**src/rtl/video_frame_checker_skid_buf.sv**
```systemverilog
// Two-entry AXI-Stream skid buffer carrying tuser/tlast alongside the data.
// Ready is taken from a register, so it has no combinational path from downstream.
module axis_skid_buf #(
  parameter int DATA_WIDTH = 16
) (
  input  logic                  clk_i,
  input  logic                  rst_i,
  input  logic [DATA_WIDTH-1:0] s_tdata_i,
  input  logic                  s_tvalid_i,
  output logic                  s_tready_o,
  input  logic                  s_tuser_i,
  input  logic                  s_tlast_i,
  output logic [DATA_WIDTH-1:0] m_tdata_o,
  output logic                  m_tvalid_o,
  input  logic                  m_tready_i,
  output logic                  m_tuser_o,
  output logic                  m_tlast_o
);

  localparam int PW = DATA_WIDTH + 2;

  logic [PW-1:0] slot0_q, slot0_d, slot1_q, slot1_d, in_w;
  logic [1:0]    cnt_q, cnt_d;
  logic          rdy_q;
  logic          push, pop;

  assign in_w = {s_tuser_i, s_tlast_i, s_tdata_i};
  assign push = s_tvalid_i && rdy_q;
  assign pop  = (cnt_q != 2'd0) && m_tready_i;

  // slot0 is always the head presented downstream; slot1 only fills when slot0 is stalled
  always_comb begin
    slot0_d = slot0_q;
    slot1_d = slot1_q;
    cnt_d   = cnt_q;
    case ({push, pop})
      2'b10: begin
        if (cnt_q == 2'd0) slot0_d = in_w;
        else               slot1_d = in_w;
        cnt_d = cnt_q + 2'd1;
      end
      2'b01: begin
        slot0_d = slot1_q;
        cnt_d   = cnt_q - 2'd1;
      end
      2'b11: begin
        if (cnt_q == 2'd2) begin
          slot0_d = slot1_q;
          slot1_d = in_w;
        end else begin
          slot0_d = in_w;
        end
      end
      default: ;
    endcase
  end

  always_ff @(posedge clk_i or posedge rst_i) begin
    if (rst_i) begin
      cnt_q <= 2'd0;
      rdy_q <= 1'b0;
    end else begin
      cnt_q <= cnt_d;
      rdy_q <= (cnt_d != 2'd2);
    end
  end

  always_ff @(posedge clk_i) begin
    slot0_q <= slot0_d;
    slot1_q <= slot1_d;
  end

  assign s_tready_o = rdy_q;
  assign m_tvalid_o = (cnt_q != 2'd0);
  assign m_tuser_o  = slot0_q[PW-1];
  assign m_tlast_o  = slot0_q[PW-2];
  assign m_tdata_o  = slot0_q[DATA_WIDTH-1:0];

endmodule

```
**config.mk**
```make
export PLATFORM = sky130hd
export DESIGN_NAME = axis_skid_buf
export DESIGN_NICKNAME = d
export VERILOG_FILES = /design/src/rtl/video_frame_checker_skid_buf.sv
export SDC_FILE = /design/constraint.sdc
export NUM_CORES = 1
export LEC_CHECK = 0
export CORE_UTILIZATION = 45
export DETAILED_ROUTE_END_ITERATION = 12
export HOLD_SLACK_MARGIN = 0.05
export PLACE_DENSITY = 0.82
export SETUP_SLACK_MARGIN = 0.02
export SLEW_MARGIN = 15
export SYNTH_ARGS = -nofsm -noshare
export SYNTH_HDL_FRONTEND = slang
export SYNTH_SLANG_ARGS = --single-unit
```
**constraint.sdc**
```tcl
create_clock -name clk_i -period 3.1 [get_ports clk_i]
set_input_delay 0.31 -clock clk_i [delete_from_list [all_inputs] [get_ports clk_i]]
set_output_delay 0.31 -clock clk_i [all_outputs]
set_load 0.05 [all_outputs]
```
Yosys cells after proc, flatten, opt, wreduce, memory -nomap -nowiden

Cells that the tools add are included.

$add $sub $neg: 2
Eq/ne operators: 8
Muxes and demuxes: 7
Reductions and logical operators: 8

Operators by type and width:

| operator                                                              | count |
|---|---|
| 18-bit two-way mux                                                    | 4 |
| 18-bit case mux with 3 select lines                                   | 1 |
| 18-bit case mux with 2 select lines                                   | 1 |
| 2-bit != test, second input constant                                  | 4 |
| 2-bit equality test, second input constant                            | 3 |
| 2-bit case mux with 2 select lines                                    | 1 |
| 2-bit nonzero test                                                    | 2 |
| 3-bit AND reduction                                                   | 1 |
| 3-bit nonzero test                                                    | 1 |
| 2-bit by 1-bit adder with 2-bit output, second input constant         | 1 |
| 2-bit by 1-bit equality test with 1-bit output, second input constant | 1 |
| 1-bit logical AND                                                     | 2 |
| 2-bit logical NOT                                                     | 1 |
| 2-bit AND reduction                                                   | 1 |
| 2-bit by 1-bit subtractor with 2-bit output, second input constant    | 1 |

Flip-flop bits (word level): 39
Bits of input ports: 22
Logic and storage cells: 29

Longest topological paths before layout

Gate-level depths: netlist (run 1).

Depth in word-level cells: 5
Depth in mapped cells: 8
Mapped depth without buffers: 6

Least setup slack after synthesis (run 1)

No wires, ideal clock.

Kind: reg2reg
Start: reg cnt_q[0]
End: reg slot0_q[0], enable pin
Setup time: 0.418 ns
Data arrival time: 2.191 ns
Setup slack: 0.491 ns
Cell stages (with the launch flop): 5
Cell sequence: dfrtp_1 > buf_6 > or2_1 > buf_6 > o21ai_0

Word-level cells in the longest chain between the ends: 5
Elaborated cells between the ends (all ways): 9
Classes of those cells: eq/ne (4); reduce/logical (5)

Ends and longest elaborated chain:

| item                                                                                         | RTL line | text |
|---|---|---|
| start: declaration                                                                           | 23       | `logic [1:0] cnt_q, cnt_d;` |
| start signal: assignment                                                                     | 63       | `cnt_q <= cnt_d;` |
| 2-bit nonzero test (*)                                                                       | --       |  |
| net m_tvalid_o                                                                               | 14       | `output logic m_tvalid_o,` |
| 1-bit logical AND (*)                                                                        | 29       | `assign pop = (cnt_q != 2'd0) && m_tready_i;` |
| 2-bit equality test / 2-bit by 1-bit equality test with 1-bit output (equally long branches) | 36       | `case ({push, pop})` |
| 2-bit != test (no source line) / 3-bit nonzero test (equally long branches)                  | --       |  |
| 2-bit AND reduction (no source line) (*)                                                     | --       |  |
| end signal: assignment                                                                       | 69       | `slot0_q <= slot0_d;` |
| end: declaration                                                                             | 22       | `logic [PW-1:0] slot0_q, slot0_d, slot1_q, slot1_d, in_w;` |

Mark *: on every way through the listed nets, which the timed path passes. The rest lies on a longest branch.
A chain may end at the register's enable or synchronous reset.

Worst setup path after layout (run 1)

Start: reg cnt_q[0]
End: out m_tvalid_o

Word-level cells in the longest chain between the ends: 1

Ends and longest elaborated chain:

| item               | RTL line | text |
|---|---|---|
| 2-bit nonzero test | 74       | `assign m_tvalid_o = (cnt_q != 2'd0);` |
| end: declaration   | 14       |  |

No other way between the ends.

==> results.sh, run 1 <==
export IMPL_run_status="completed"
export IMPL_syn_avg_cell_area_um2=18.0
export IMPL_yosys_warnings=0
export IMPL_drc=0
export IMPL_ys_flop_type="edfxtp_1"
export IMPL_ff2ff_setup_slack_ns=0.86
export IMPL_syn_num_nets=111
export IMPL_synth_common_cells="36 x edfxtp_1, 18 x a22o_1, 5 x inv_1"
export IMPL_hold_worst_slack_ns=0.124
export IMPL_finalWeightedCongestion=0.634
export IMPL_clock_latency_ns=0.33
export IMPL_synth_top_cell_by_area="edfxtp_1"
export IMPL_async_flop_share_pct=7.69
export IMPL_crit_path_end_kind="primary output"
export IMPL_cp_required_ns=2.79
export IMPL_timing_rr_end="slot1_q[12]$_DFFE_PP_"
export IMPL_drive_gt1_share_pct=7.63
export IMPL_dp_hpwl_um=1850
export IMPL_htreeDepth=2
export IMPL_ys_ff_latch=39
export IMPL_core_um2=3150
export IMPL_grt_max_degree=19
export IMPL_final_min_clock_period_ns=2.28
export IMPL_syn_to_final_growth_pct=31.0
export IMPL_n_antenna_cell=0
export IMPL_place_ws_ns=0.641
export IMPL_relSlewSlack_pct=42.0
export IMPL_worstPathMaxFanout=9
export IMPL_cts_root_buf="clkbuf_4"
export IMPL_rows=20
export IMPL_ys_seq_area_share_pct=74.9
export IMPL_drt_iter0_markers=17
export IMPL_tightest_slew_ns=0.869
export IMPL_drv_cap=0
export IMPL_cts_setup_buffers=0
export IMPL_setup_viol=0
export IMPL_p_leak_nw=0.728
export IMPL_clk_pin_slew_ns=0.10
export IMPL_rsz0062_at_grt="false"
export IMPL_numCtsBuffers=5
export IMPL_placed_cell_area_um2=1970
export IMPL_r2r_start="cnt_q[0]$_DFF_PP0_"
export IMPL_gr_total_overflow=0
export IMPL_p_per_area_nw_per_um2=999
export IMPL_crit_start="cnt_q[0]$_DFF_PP0_"
export IMPL_synth_top_area_share_pct=70.0
export IMPL_firstDrtPassIters=4
export IMPL_slew_violations=0
export IMPL_routed_wl_um=2510
export IMPL_dieArea_um2=3670
export IMPL_layout_setup_ws_ns=0.822
export IMPL_synth_edff_count=36
export IMPL_period_share_pct=73.5
export IMPL_fmax_mhz=439
export IMPL_finalClockSkew_ns=0.00672
export IMPL_ant_nets=0
export IMPL_top_level_ports=42
export IMPL_grt_first_pass_wirelength_um=3840
export IMPL_syn_area_um2=1540
export IMPL_first_global_vias=870
export IMPL_synth_area_leaders="edfxtp_1 70%, a22o_1 10%, dfrtp_1 4.9%"
export IMPL_num_vias=876
export IMPL_peakVddDrop_v=0.000455
export IMPL_synth_cell_types=20
export IMPL_die_w_um=60.6
export IMPL_synthCells=86
export IMPL_grt_usage_pct=15.6
export IMPL_io_buffer_count=41
export IMPL_hold_buffers=0
export IMPL_post_cts_resized=0
export IMPL_finalHoldViolations=0
export IMPL_clk_path_buf_depth=2
export IMPL_fillers=256
export IMPL_fin_tns_setup_ns=0
export IMPL_fin_area_um2=2020
export IMPL_setup_worst_path_class="flop to primary output"
export IMPL_ff2ff_path_depth=5
export IMPL_cts_sinks=39
export IMPL_routedWlPerCell_um=14.3
export IMPL_die_h_um=60.6
export IMPL_start_util_pct=49.0
export IMPL_antenna_found_initial=0
export IMPL_fin_nets=155
export IMPL_holdCritPathClass="input port to asynchronous set/reset pin"
export IMPL_finalPower_mw=2.02
export IMPL_cp_arrival_ns=1.97
export IMPL_synth_most_common_cell="edfxtp_1"
export IMPL_start_kind="flop"
export IMPL_viasPerCell=5.01
export IMPL_cts_tree="built"
sequential cells by signal (all words and copies together), names as in the netlist:
| signal | cells |
|---|---|
| slot0_q | 18 |
| slot1_q | 18 |
| cnt_q | 2 |
| s_tready_o | 1 |
metrics by stage:
stage | utilization, % | std cells
finish | 64.1 | 175
global placement | 62.5 | 167
CTS | 64.1 | 175
floorplan | - | 86
detailed placement | 62.5 | 167
global route | 64.1 | 175
power breakdown:
part           total [mW]  internal, mW  switching [mW]
sequential          0.889         0.816          0.0732
clock               0.234        0.0884           0.146
combinational       0.897         0.300           0.597
total                2.02          1.20           0.816
final cells by class:
class                      count  area (um2)  area share [%]
timing repair buffer          41         410            20.3
clock buffer                   7        45.0            2.23
tap                           44        55.1            2.72
sequential                    39        1160            57.2
clock inverter                 1        5.00           0.248
inverter                       5        18.8           0.928
multi-input combinational     38         332            16.4
kinds of logic (layout without fill, tap and decap cells):
| group | count (synthesis) | count (layout) | share of synthesized area, % |
|---|---|---|---|
| DFF | 39 | 39 | 74.9 |
| AOI/OAI and AO/OA | 24 | 24 | 13.7 |
| buffers and inverters | 9 | 54 | 3.89 |
| and+or+nand+nor | 8 | 8 | 3.40 |
| adders and majority gates | 3 | 3 | 2.43 |
| xor gates and xnor gates | 3 | 3 | 1.70 |
layout by cell type (no fill, tap or decap), drive strengths merged, types with 2 or more instances in the layout:
cell / n
clkbuf: 7
ha: 3
clkdlybuf4s50: 41
nand2: 3
xnor2: 2
a22o: 18
o21ai: 3
edfxtp: 36
inv: 5
dfrtp: 3
critical path: stages, from the launching register on:
cell             delay [ns]
dfrtp_1                0.53
or2_1                  0.26
clkdlybuf4s50_1        0.84
routing by layer:
metal  vias up  global-route usage [%]  share of wire, %  routed length, um
met5         -                       0                 0                  0
li1        425                       -                 -                  -
met3         6                    6.61               5.7                143
met4         0                    7.79               1.6                 41
met2        28                    26.5                53               1340
met1       417                    16.6                39                986
worst max-delay path by stage:
| stage | end | slack [ns] | depth (start not counted) |
|---|---|---|---|
| 2_1_floorplan | slot0_q[0]$_DFFE_PP_ | 0.49 | 4 |
| 3_3_place_gp | slot1_q[12]$_DFFE_PP_ | 0.79 | 6 |
| 3_5_place_dp | slot1_q[3]$_DFFE_PP_ | 0.64 | 6 |
| 4_1_cts | m_tvalid_o | 0.81 | 2 |
| 5_1_grt | slot1_q[12]$_DFFE_PP_ | 0.68 | 5 |
| 6_report | m_tvalid_o | 0.82 | 2 |
No activity file was read; power rests on OpenSTA's default activity.
==> inputs of run 2 (changes only) <==
CORE_UTILIZATION = 42   (was 45)
PLACE_DENSITY = 0.81   (was 0.82)
clock period = 2 ns   (was 3.1 ns; I/O delays follow)
==> results.sh, run 2 (synthesized netlist as in run 1, its figures left out) <==
export IMPL_run_status="completed"
export IMPL_finalPower_mw=3.31
export IMPL_n_antenna_cell=0
export IMPL_setup_worst_path_class="flop to flop"
export IMPL_htreeDepth=2
export IMPL_instances_no_fill=182
export IMPL_firstDrtPassIters=4
export IMPL_finalWeightedCongestion=0.687
export IMPL_setup_worst_path_end="slot0_q[13]$_DFFE_PP_"
export IMPL_p_leak_nw=0.767
export IMPL_routedWlPerCell_um=13.9
export IMPL_dieArea_um2=3920
export IMPL_grt_first_pass_wirelength_um=4220
export IMPL_numCtsBuffers=5
export IMPL_grt_usage_pct=14.4
export IMPL_crit_path_end_kind="flop"
export IMPL_peakVddDrop_v=0.000807
export IMPL_timing_rr_end="slot0_q[13]$_DFFE_PP_"
export IMPL_reg_top3="slot0_q: 18 flops, slot1_q: 18 flops, cnt_q: 2 flops"
export IMPL_relSlewSlack_pct=60.6
export IMPL_final_common_cell="clkdlybuf4s50_1"
export IMPL_dp_cells=174
export IMPL_fin_area_um2=2100
export IMPL_viasPerCell=4.82
export IMPL_top_level_ports=42
export IMPL_first_global_vias=915
export IMPL_rows=21
export IMPL_setup_viol=0
export IMPL_finalClockSkew_ns=0.00367
export IMPL_grt_max_degree=19
export IMPL_ant_nets=0
export IMPL_grtUsageMet1_pct=16.3
export IMPL_clk_path_buf_depth=2
export IMPL_cp_arrival_ns=1.95
export IMPL_placed_cell_area_um2=2010
export IMPL_cts_tree="built"
export IMPL_grt_util_met2_pct=24.0
export IMPL_core_um2=3420
export IMPL_drc=0
export IMPL_grt_use_met3_pct=4.56
export IMPL_drive_gt1_share_pct=11.8
export IMPL_holdCritPathClass="input port to flop"
export IMPL_r2r_start="cnt_q[0]$_DFF_PP0_"
export IMPL_top_usage_layer="met2"
export IMPL_routed_wl_um=2520
export IMPL_p_per_area_nw_per_um2=1580
export IMPL_start_kind="flop"
export IMPL_rsz0062_at_grt="false"
export IMPL_period_share_pct=93.6
export IMPL_drv_cap=0
export IMPL_final_min_clock_period_ns=1.87
export IMPL_crit_start="cnt_q[0]$_DFF_PP0_"
export IMPL_fin_tns_setup_ns=0
export IMPL_clock_latency_ns=0.32
export IMPL_ff2ff_path_depth=6
export IMPL_num_vias=877
export IMPL_cts_sinks=39
export IMPL_antenna_found_initial=0
export IMPL_worstPathMaxFanout=18
export IMPL_cts_root_buf="clkbuf_4"
export IMPL_drt_iter0_markers=22
export IMPL_finalHoldViolations=0
export IMPL_slew_violations=0
export IMPL_ff2ff_setup_slack_ns=0.13
export IMPL_layout_common_cells="40 x clkdlybuf4s50_1, 36 x edfxtp_1, 18 x a22o_1"
export IMPL_cp_required_ns=2.08
export IMPL_clk_pin_slew_ns=0.10
export IMPL_syn_to_final_growth_pct=35.9
export IMPL_gr_total_overflow=0
export IMPL_tightest_slew_ns=0.588
export IMPL_start_util_pct=45.2
export IMPL_fmax_mhz=534
export IMPL_die_w_um=62.6
export IMPL_io_buffer_count=41
export IMPL_fin_nets=161
export IMPL_die_h_um=62.6
run 2: worst max-delay path, stage by stage (launching register included):
cell and delay, ns:
dfrtp_1 0.50, o21ai_2 0.19, inv_1 0.08, ha_1 0.21
nand2_1 0.14, nand3_4 0.21, a22o_1 0.31
run 2: metrics by stage:
| step | setup slack (ns) | utilization (%) | hold slack (ns) |
|---|---|---|---|
| floorplan | 0.00170 | - | -0.0464 |
| global route | 0.0197 | 61.4 | 0.438 |
| CTS | 0.117 | 61.2 | 0.456 |
| finish | 0.128 | 61.4 | 0.464 |
| detailed placement | 0.0397 | 58.8 | 0.374 |
| global placement | 0.125 | 58.8 | 0.367 |
run 2: routing by layer:
| metal | vias to the layer above | share of wire, % | routed length [um] |
|---|---|---|---|
| li1 | 435 | - | - |
| met3 | 6 | 5.0 | 127 |
| met2 | 32 | 52 | 1310 |
| met5 | - | 0 | 0 |
| met4 | 0 | 1.7 | 44 |
| met1 | 404 | 41 | 1040 |
run 2: layout make-up:
cell class,count,area [um2]
fill,264,1320
sequential,39,1160
timing repair buffer,47,455
multi-input combinational,38,339
tap,46,57.6
clock buffer,6,41.3
clock inverter,1,30.0
inverter,5,18.8
run 2: report_power, final:
group          internal (mW)  leakage (nW)  switching (mW)
combinational          0.513         0.348           0.946
sequential              1.26         0.380           0.114
clock                  0.258        0.0383           0.222
total                   2.03         0.767            1.28
run 2: worst min path at each step:
| stage | slack, ns | cells after the start | to | from |
|---|---|---|---|---|
| 3_5_place_dp | 0.37 | 2 | s_tready_o$_DFF_PP0_ | rst_i |
| 6_report | 0.46 | 1 | slot1_q[9]$_DFFE_PP_ | s_tdata_i[9] |
| 4_1_cts | 0.46 | 1 | slot1_q[17]$_DFFE_PP_ | s_tuser_i |
| 2_1_floorplan | -0.05 | 1 | cnt_q[0]$_DFF_PP0_ | rst_i |
| 3_3_place_gp | 0.37 | 2 | s_tready_o$_DFF_PP0_ | rst_i |
| 5_1_grt | 0.44 | 1 | slot1_q[0]$_DFFE_PP_ | s_tdata_i[0] |
run 2: repair_timing:
item / CTS / global route
setup endpoints to repair: 0 / 11
resized for setup: 0 / 1
buffers inserted: 0 / 0
hold buffers: 1 / 0
endpoints found under the hold margin: 3 / 0
